**src/rtl/bp437_pack8_if.sv**
```systemverilog
// Handshake bundle between the BP(4,3,7) decoder, the byte packer and the byte-oriented receive path.
// The master drives decoder words and consumer ready; the slave returns the FIFO head.
interface bp437_pack8_if;
  logic       start;
  logic       ce;
  logic [2:0] d;
  logic [7:0] dout;
  logic       dv;
  logic       rdy;
  logic       ovf;

  modport master (output start, ce, d, rdy, input dout, dv, ovf);
  modport slave  (input start, ce, d, rdy, output dout, dv, ovf);
endinterface

```
**src/rtl/bp437_pack8.sv**
```systemverilog
// Discards decoder fill words after start, packs 3-bit words LSB-first into bytes, queues them in a show-ahead FIFO.
// Optional descrambler (x^7+x^4+1 LFSR) enabled by defining BP437_DESCRAMBLE_EN.
module bp437_pack8 #(
  parameter int LAT   = 28,
  parameter int DEPTH = 4
) (
  input  logic           clk,
  input  logic           rst,
  bp437_pack8_if.slave   bus
);
  localparam int CW = (LAT > 0) ? $clog2(LAT + 1) : 1;
  localparam int AW = $clog2(DEPTH);
  localparam logic [CW-1:0] LAT_V  = CW'(LAT);
  localparam logic [AW:0]   FULL_V = (AW + 1)'(DEPTH);

  logic [CW-1:0] disc_q;
  logic [9:0]    acc_q;
  logic [2:0]    cnt_q;
  logic [7:0]    mem [DEPTH];
  logic [AW-1:0] wr_q, rd_q;
  logic [AW:0]   occ_q;
  logic [7:0]    dout_q;
  logic          ovf_q;

  logic          pack, push, pop, full, push_ok;
  logic [2:0]    bits;
  logic [9:0]    acc_app, acc_d;
  logic [3:0]    cnt_sum;
  logic [2:0]    cnt_d;
  logic [AW:0]   occ_pop, occ_d;
  logic [AW-1:0] rd_d;
  logic [7:0]    head_d;

`ifdef BP437_DESCRAMBLE_EN
  logic [7:1] lfsr_q, lfsr_d;
  logic [2:0] key;

  // Three LFSR steps per packed word, one key bit per data bit, d[0] first.
  always_comb begin
    lfsr_d = lfsr_q;
    key    = '0;
    for (int i = 0; i < 3; i++) begin
      key[i] = lfsr_d[7] ^ lfsr_d[4];
      lfsr_d = {lfsr_d[6:1], key[i]};
    end
  end

  assign bits = bus.d ^ key;

  always_ff @(posedge clk) begin
    if (rst || bus.start) lfsr_q <= 7'h7F;
    else if (pack)        lfsr_q <= lfsr_d;
  end
`else
  assign bits = bus.d;
`endif

  // NOTE: every variable driven here gets a default first, so no path leaves it unassigned and no latch is inferred.
  always_comb begin
    pack    = bus.ce && !bus.start && (disc_q == '0);
    acc_app = acc_q | ({7'd0, bits} << cnt_q);
    cnt_sum = {1'b0, cnt_q} + 4'd3;
    push    = pack && cnt_sum[3];
    acc_d   = push ? (acc_app >> 8) : acc_app;
    cnt_d   = cnt_sum[2:0];
    full    = (occ_q == FULL_V);
    pop     = bus.rdy && (occ_q != '0);
    push_ok = push && (!full || pop);
    rd_d    = pop ? rd_q + AW'(1) : rd_q;
    occ_pop = occ_q - (AW + 1)'(pop);
    occ_d   = occ_pop + (AW + 1)'(push_ok);
    // With nothing left after the pop, the new head is the byte being pushed now.
    head_d  = (occ_pop == '0) ? acc_app[7:0] : mem[rd_d];
  end

  // NOTE: sequential state uses non-blocking assignments so every register samples pre-edge values.
  always_ff @(posedge clk) begin
    if (rst) begin
      disc_q <= LAT_V;
      acc_q  <= '0;
      cnt_q  <= '0;
      wr_q   <= '0;
      rd_q   <= '0;
      occ_q  <= '0;
      dout_q <= '0;
      ovf_q  <= 1'b0;
    end else if (bus.start) begin
      disc_q <= LAT_V;
      acc_q  <= '0;
      cnt_q  <= '0;
      wr_q   <= '0;
      rd_q   <= '0;
      occ_q  <= '0;
      ovf_q  <= 1'b0;
    end else begin
      if (bus.ce && (disc_q != '0)) disc_q <= disc_q - CW'(1);
      if (pack) begin
        acc_q <= acc_d;
        cnt_q <= cnt_d;
      end
      if (push_ok)         wr_q   <= wr_q + AW'(1);
      if (push && !push_ok) ovf_q <= 1'b1;
      if (occ_d != '0)     dout_q <= head_d;
      rd_q  <= rd_d;
      occ_q <= occ_d;
    end
  end

  // NOTE: FIFO storage is deliberately not reset; occupancy and pointers alone decide what is valid.
  always_ff @(posedge clk) begin
    if (push_ok) mem[wr_q] <= acc_app[7:0];
  end

  assign bus.dout = dout_q;
  assign bus.dv   = (occ_q != '0);
  assign bus.ovf  = ovf_q;
endmodule

```
**src/flat_wrapper.sv**
```systemverilog
// flat-port wrapper written by rule: the top's interface ports become plain ports
module bp437_pack8_flat 
#(
  parameter int LAT   = 28,
  parameter int DEPTH = 4
)
  (clk, rst, bus_start, bus_ce, bus_d, bus_rdy, bus_dout, bus_dv, bus_ovf);
  bp437_pack8_if bus_i ();
  input  logic clk;
  input  logic rst;
  input wire logic [$bits(bus_i.start)-1:0] bus_start;
  input wire logic [$bits(bus_i.ce)-1:0] bus_ce;
  input wire logic [$bits(bus_i.d)-1:0] bus_d;
  input wire logic [$bits(bus_i.rdy)-1:0] bus_rdy;
  output wire logic [$bits(bus_i.dout)-1:0] bus_dout;
  output wire logic [$bits(bus_i.dv)-1:0] bus_dv;
  output wire logic [$bits(bus_i.ovf)-1:0] bus_ovf;
  assign bus_i.start = bus_start;
  assign bus_i.ce = bus_ce;
  assign bus_i.d = bus_d;
  assign bus_i.rdy = bus_rdy;
  assign bus_dout = bus_i.dout;
  assign bus_dv = bus_i.dv;
  assign bus_ovf = bus_i.ovf;
  bp437_pack8 #(.LAT(LAT), .DEPTH(DEPTH)) u_core (.clk(clk), .rst(rst), .bus(bus_i));
endmodule
```
**config.mk**
```make
export PLATFORM = sky130hd
export DESIGN_NAME = bp437_pack8_flat
export DESIGN_NICKNAME = d
export VERILOG_FILES = /design/src/rtl/bp437_pack8_if.sv /design/src/rtl/bp437_pack8.sv /design/src/flat_wrapper.sv
export SDC_FILE = /design/constraint.sdc
export NUM_CORES = 1
export LEC_CHECK = 0
export BUFFER_PORTS_ARGS = -buffer_cell sky130_fd_sc_hd__buf_4
export CORE_MARGIN = 3
export CORE_UTILIZATION = 31
export DETAILED_ROUTE_END_ITERATION = 16
export RECOVER_POWER = 100
export SETUP_SLACK_MARGIN = 0.5
export SYNTH_ARGS = -nofsm -noshare
export SYNTH_HDL_FRONTEND = slang
export SYNTH_SLANG_ARGS = --single-unit
```
**constraint.sdc**
```tcl
create_clock -name clk -period 4.5 [get_ports clk]
set_input_delay 0.675 -clock clk [delete_from_list [all_inputs] [get_ports clk]]
set_output_delay 0.675 -clock clk [all_outputs]
set_load 0.01 [all_outputs]
```
==> flow_metrics.env <==
export IMPL_final_hold_worst_slack_ns=0.450
export IMPL_drt_wl_total_um=8000
export IMPL_mappedNetlistArea_um2=3420
export IMPL_synth_avg_cell_area_um2=10.2
export IMPL_gp_congestion=0.878
export IMPL_synth_top_area_cell="sky130_fd_sc_hd__edfxtp_1"
export IMPL_synth_cells=335
export IMPL_critPathMaxStageDelay_ns=0.83
export IMPL_timing_critical_path_mode_cell="sky130_fd_sc_hd__ha_1"
export IMPL_layout_area_seq_um2=1640
export IMPL_post_cts_resized=0
export IMPL_asyncSetResetFlopFracSynth_pct=0
export IMPL_placeableCoreArea_um2=10500
export IMPL_io_buffers=17
export IMPL_initial_standard_cell_utilization_of_the_core_pct=32.5
export IMPL_post_cts_repair_setup_buffers=0
export IMPL_rsz0062_at_grt="false"
export IMPL_drive_gt1_share_pct=9.40
export IMPL_grt_ovfl_total=0
export IMPL_globalRouteTotalUtil_pct=13.3
export IMPL_worstHoldPathType="flip-flop to flip-flop"
export IMPL_syn_num_nets=353
export IMPL_worstSetupStartpointType="flip-flop"
export IMPL_number_of_flops_mapped_to_enable_cells_by_yosys=32
export IMPL_synth_seq_cells=66
export IMPL_synth_area_top_cells="sky130_fd_sc_hd__edfxtp_1 28%, sky130_fd_sc_hd__dfxtp_1 20%, sky130_fd_sc_hd__mux2i_1 3.8%"
export IMPL_vias_in_the_first_global_route=2571
export IMPL_path_cells="o31ai_4 > inv_1 > ha_1 > nor3_1 > ha_1 > xnor3_1 > nand2b_1 > and2_0 > a21o_1 > a311oi_1"
export IMPL_fmax_mhz=279
export IMPL_cts_max_path_buffers=2
export IMPL_layout_cells_non_filler=487
export IMPL_seq_area_frac_synth_pct=48.0
export IMPL_grt_antenna_before_repair=0
export IMPL_die_height_um=111
export IMPL_chipWidth_um=111
export IMPL_via_count=2641
export IMPL_post_synth_top_area_share_pct=28.1
export IMPL_finalMaxSlewViolations=0
export IMPL_finalSetupViolations=0
export IMPL_worst_ir_drop_vdd_mv=0.116
export IMPL_cellPowerDensity_nw_per_um2=300
export IMPL_yosys_warnings=0
export IMPL_max_slew_margin_pct=17.6
export IMPL_root_buffer="sky130_fd_sc_hd__clkbuf_8"
export IMPL_slowest_stage="sky130_fd_sc_hd__o31ai_4"
export IMPL_pwr_share_clk_pct=41.7
export IMPL_clock_latency_ns=0.35
export IMPL_critPathKind="flip-flop to flip-flop"
export IMPL_finalHoldViolations=0
export IMPL_total_cts_buffers=9
export IMPL_grt_start_max_net_pins=29
export IMPL_final_core_util_pct=35.9
export IMPL_power_leakage_nw=1.33
export IMPL_timing_critical_path_required_ns=4.71
export IMPL_drt_initial_drc_count=128
export IMPL_drt_wirelength_per_cell_um=16.4
export IMPL_worstPathArrival_ns=3.80
export IMPL_post_route_drc_count=0
export IMPL_placementRows=37
export IMPL_vias_per_cell=5.42
export IMPL_top_level_ports=18
export IMPL_skew_ns=0.0200
export IMPL_clock_tree_from_tritoncts="done"
export IMPL_tritoncts_sinks=66
export IMPL_status="completed"
export IMPL_hpwl_um=5650
export IMPL_finish_net_count=364
export IMPL_cap_violations=0
export IMPL_ant_nets=0
export IMPL_power_report_internal_total_mw=0.870
export IMPL_grt_first_pass_wirelength_um=13100
export IMPL_finalSetupTns_ns=0
export IMPL_crit_end_element="flip-flop"
export IMPL_netlist_cell_type_count=55
export IMPL_antenna_cells=0
export IMPL_area_added_between_synthesis_and_finish_pct=10.4
export IMPL_clkTransAtPathRegs_ns=0.08
export IMPL_dominantRegCellSynth="sky130_fd_sc_hd__dfxtp_1"
export IMPL_maximum_fanout_along_the_worst_path=17
export IMPL_layout_worst_path_cycle_share_pct=79.7
export IMPL_p_sw_share_pct=23.2
export IMPL_placed_cells_incl_taps=471
export IMPL_fillers=1047
export IMPL_pwr_share_comb_pct=2.8
export IMPL_switchingPower_mw=0.262
export IMPL_ctsHoldBuffers=0
export IMPL_worstMarginPinSlew_ns=1.24
export IMPL_min_period_ns=3.59
export IMPL_power_share_sequential_pct=55.5
export IMPL_multi_input_area_um2=1610
export IMPL_first_drt_pass_iteration_count=4
export IMPL_cts_htree_levels=3
export IMPL_die_area_um2=12300
## synthesized netlist by cell type (2+ instances only)
master / n
sky130_fd_sc_hd__nor4b_1: 3
sky130_fd_sc_hd__or2_2: 2
sky130_fd_sc_hd__mux4_1: 2
sky130_fd_sc_hd__nand2_1: 20
sky130_fd_sc_hd__a31oi_1: 3
sky130_fd_sc_hd__a2111oi_0: 5
sky130_fd_sc_hd__nand3b_1: 6
sky130_fd_sc_hd__and3_1: 8
sky130_fd_sc_hd__nor3_1: 17
sky130_fd_sc_hd__nand4_1: 2
sky130_fd_sc_hd__mux2i_1: 13
sky130_fd_sc_hd__o21ai_0: 12
sky130_fd_sc_hd__nand2b_1: 4
sky130_fd_sc_hd__o311ai_0: 2
sky130_fd_sc_hd__xnor2_1: 6
sky130_fd_sc_hd__and2_1: 3
sky130_fd_sc_hd__ha_1: 10
sky130_fd_sc_hd__mux2_2: 4
sky130_fd_sc_hd__a211oi_1: 8
sky130_fd_sc_hd__a311oi_1: 8
sky130_fd_sc_hd__xor2_1: 3
sky130_fd_sc_hd__dfxtp_1: 34
sky130_fd_sc_hd__clkbuf_1: 16
sky130_fd_sc_hd__or3_1: 4
sky130_fd_sc_hd__and3b_1: 2
sky130_fd_sc_hd__nor2_1: 31
sky130_fd_sc_hd__edfxtp_1: 32
sky130_fd_sc_hd__a21oi_1: 14
sky130_fd_sc_hd__inv_1: 17
sky130_fd_sc_hd__and4b_1: 2
sky130_fd_sc_hd__nand3_1: 18
## worst max-delay path: cells and delay by family (launching register included)
family / cells / cell delay, ns
compound gates: 3 / 1.27
simple gates: 3 / 0.79
fa+ha+maj: 2 / 0.64
flops: 1 / 0.38
xor+xnor: 1 / 0.23
buf+inv: 1 / 0.14
## logic make-up after synthesis
group,count (synthesis),share of synthesized area (%)
AOI/OAI and AO/OA,62,13.1
and+or+nand+nor,131,20.7
adders and majority gates,10,3.66
DFF,66,48.0
xor gates and xnor gates,10,2.96
muxes,20,7.32
buffers and inverters,36,4.21
## stage by stage
stage,area (um^2),setup slack [ns],power (mW)
after global placement,3650,1.23,0.674
final,3780,0.914,1.13
after global routing,3780,0.554,1.18
after floorplan,3420,1.29,0.660
after detailed placement,3650,1.09,0.674
after CTS,3840,1.08,1.14
## cell type report
class	instances	share of cell area [%]
clock inverter	5	0.928
tap	136	4.51
clock buffer	11	4.01
multi-input combinational	233	42.7
sequential	66	43.5
timing repair buffer	19	2.68
inverter	17	1.69
## per-layer routing
layer	up-vias	GRT usage (%)	part of all wire (%)
li1	1268	-	-
met3	10	3.17	6.3
met4	0	4.14	1.2
met1	1292	17.7	46
met5	-	0	0
met2	71	21.3	46
## flip-flops by register name, indices dropped and copies added (netlist names)
register	cells
u_core.bus.dout	8
u_core.acc_q	10
u_core.rd_q	2
u_core.occ_q	3
u_core.mem	32
u_core.cnt_q	3
u_core.bus.ovf	1
u_core.disc_q	5
u_core.wr_q	2
## power by group through the flow
stage,Combinational (mW),Sequential [mW],Clock (mW)
final,0.0322,0.628,0.472
after global routing,0.0364,0.628,0.513
after CTS,0.0329,0.628,0.481
after detailed placement,0.0328,0.642,0
after global placement,0.0321,0.642,0
after floorplan,0.0185,0.641,0
## final timing paths
kind / from / endpoint / slack [ns] / depth (start not counted)
min reg2reg: u_core.acc_q[3] / u_core.acc_q[3] / 0.45 / 2
min: u_core.acc_q[3] / u_core.acc_q[3] / 0.45 / 2
max reg2reg: u_core.occ_q[2] / u_core.bus.dout[5] / 0.91 / 10
max: u_core.occ_q[2] / u_core.bus.dout[5] / 0.91 / 10
## cells in the final DEF, fill, tap and decap left out, drive strengths merged, types with 5 or more instances in the layout
cell / netlist / layout
nor2: 32 / 32
and3: 8 / 8
nand3b: 6 / 6
or3: 5 / 5
a21oi: 14 / 14
a211oi: 8 / 8
mux2i: 13 / 13
a311oi: 9 / 9
nor3: 18 / 18
nand2: 20 / 20
inv: 17 / 20
ha: 10 / 10
clkbuf: 16 / 22
dfxtp: 34 / 34
o21ai: 13 / 13
edfxtp: 32 / 32
buf: 3 / 8
nand3: 18 / 18
xnor2: 6 / 6
a2111oi: 5 / 5
(Power assumes the default switching activity.)
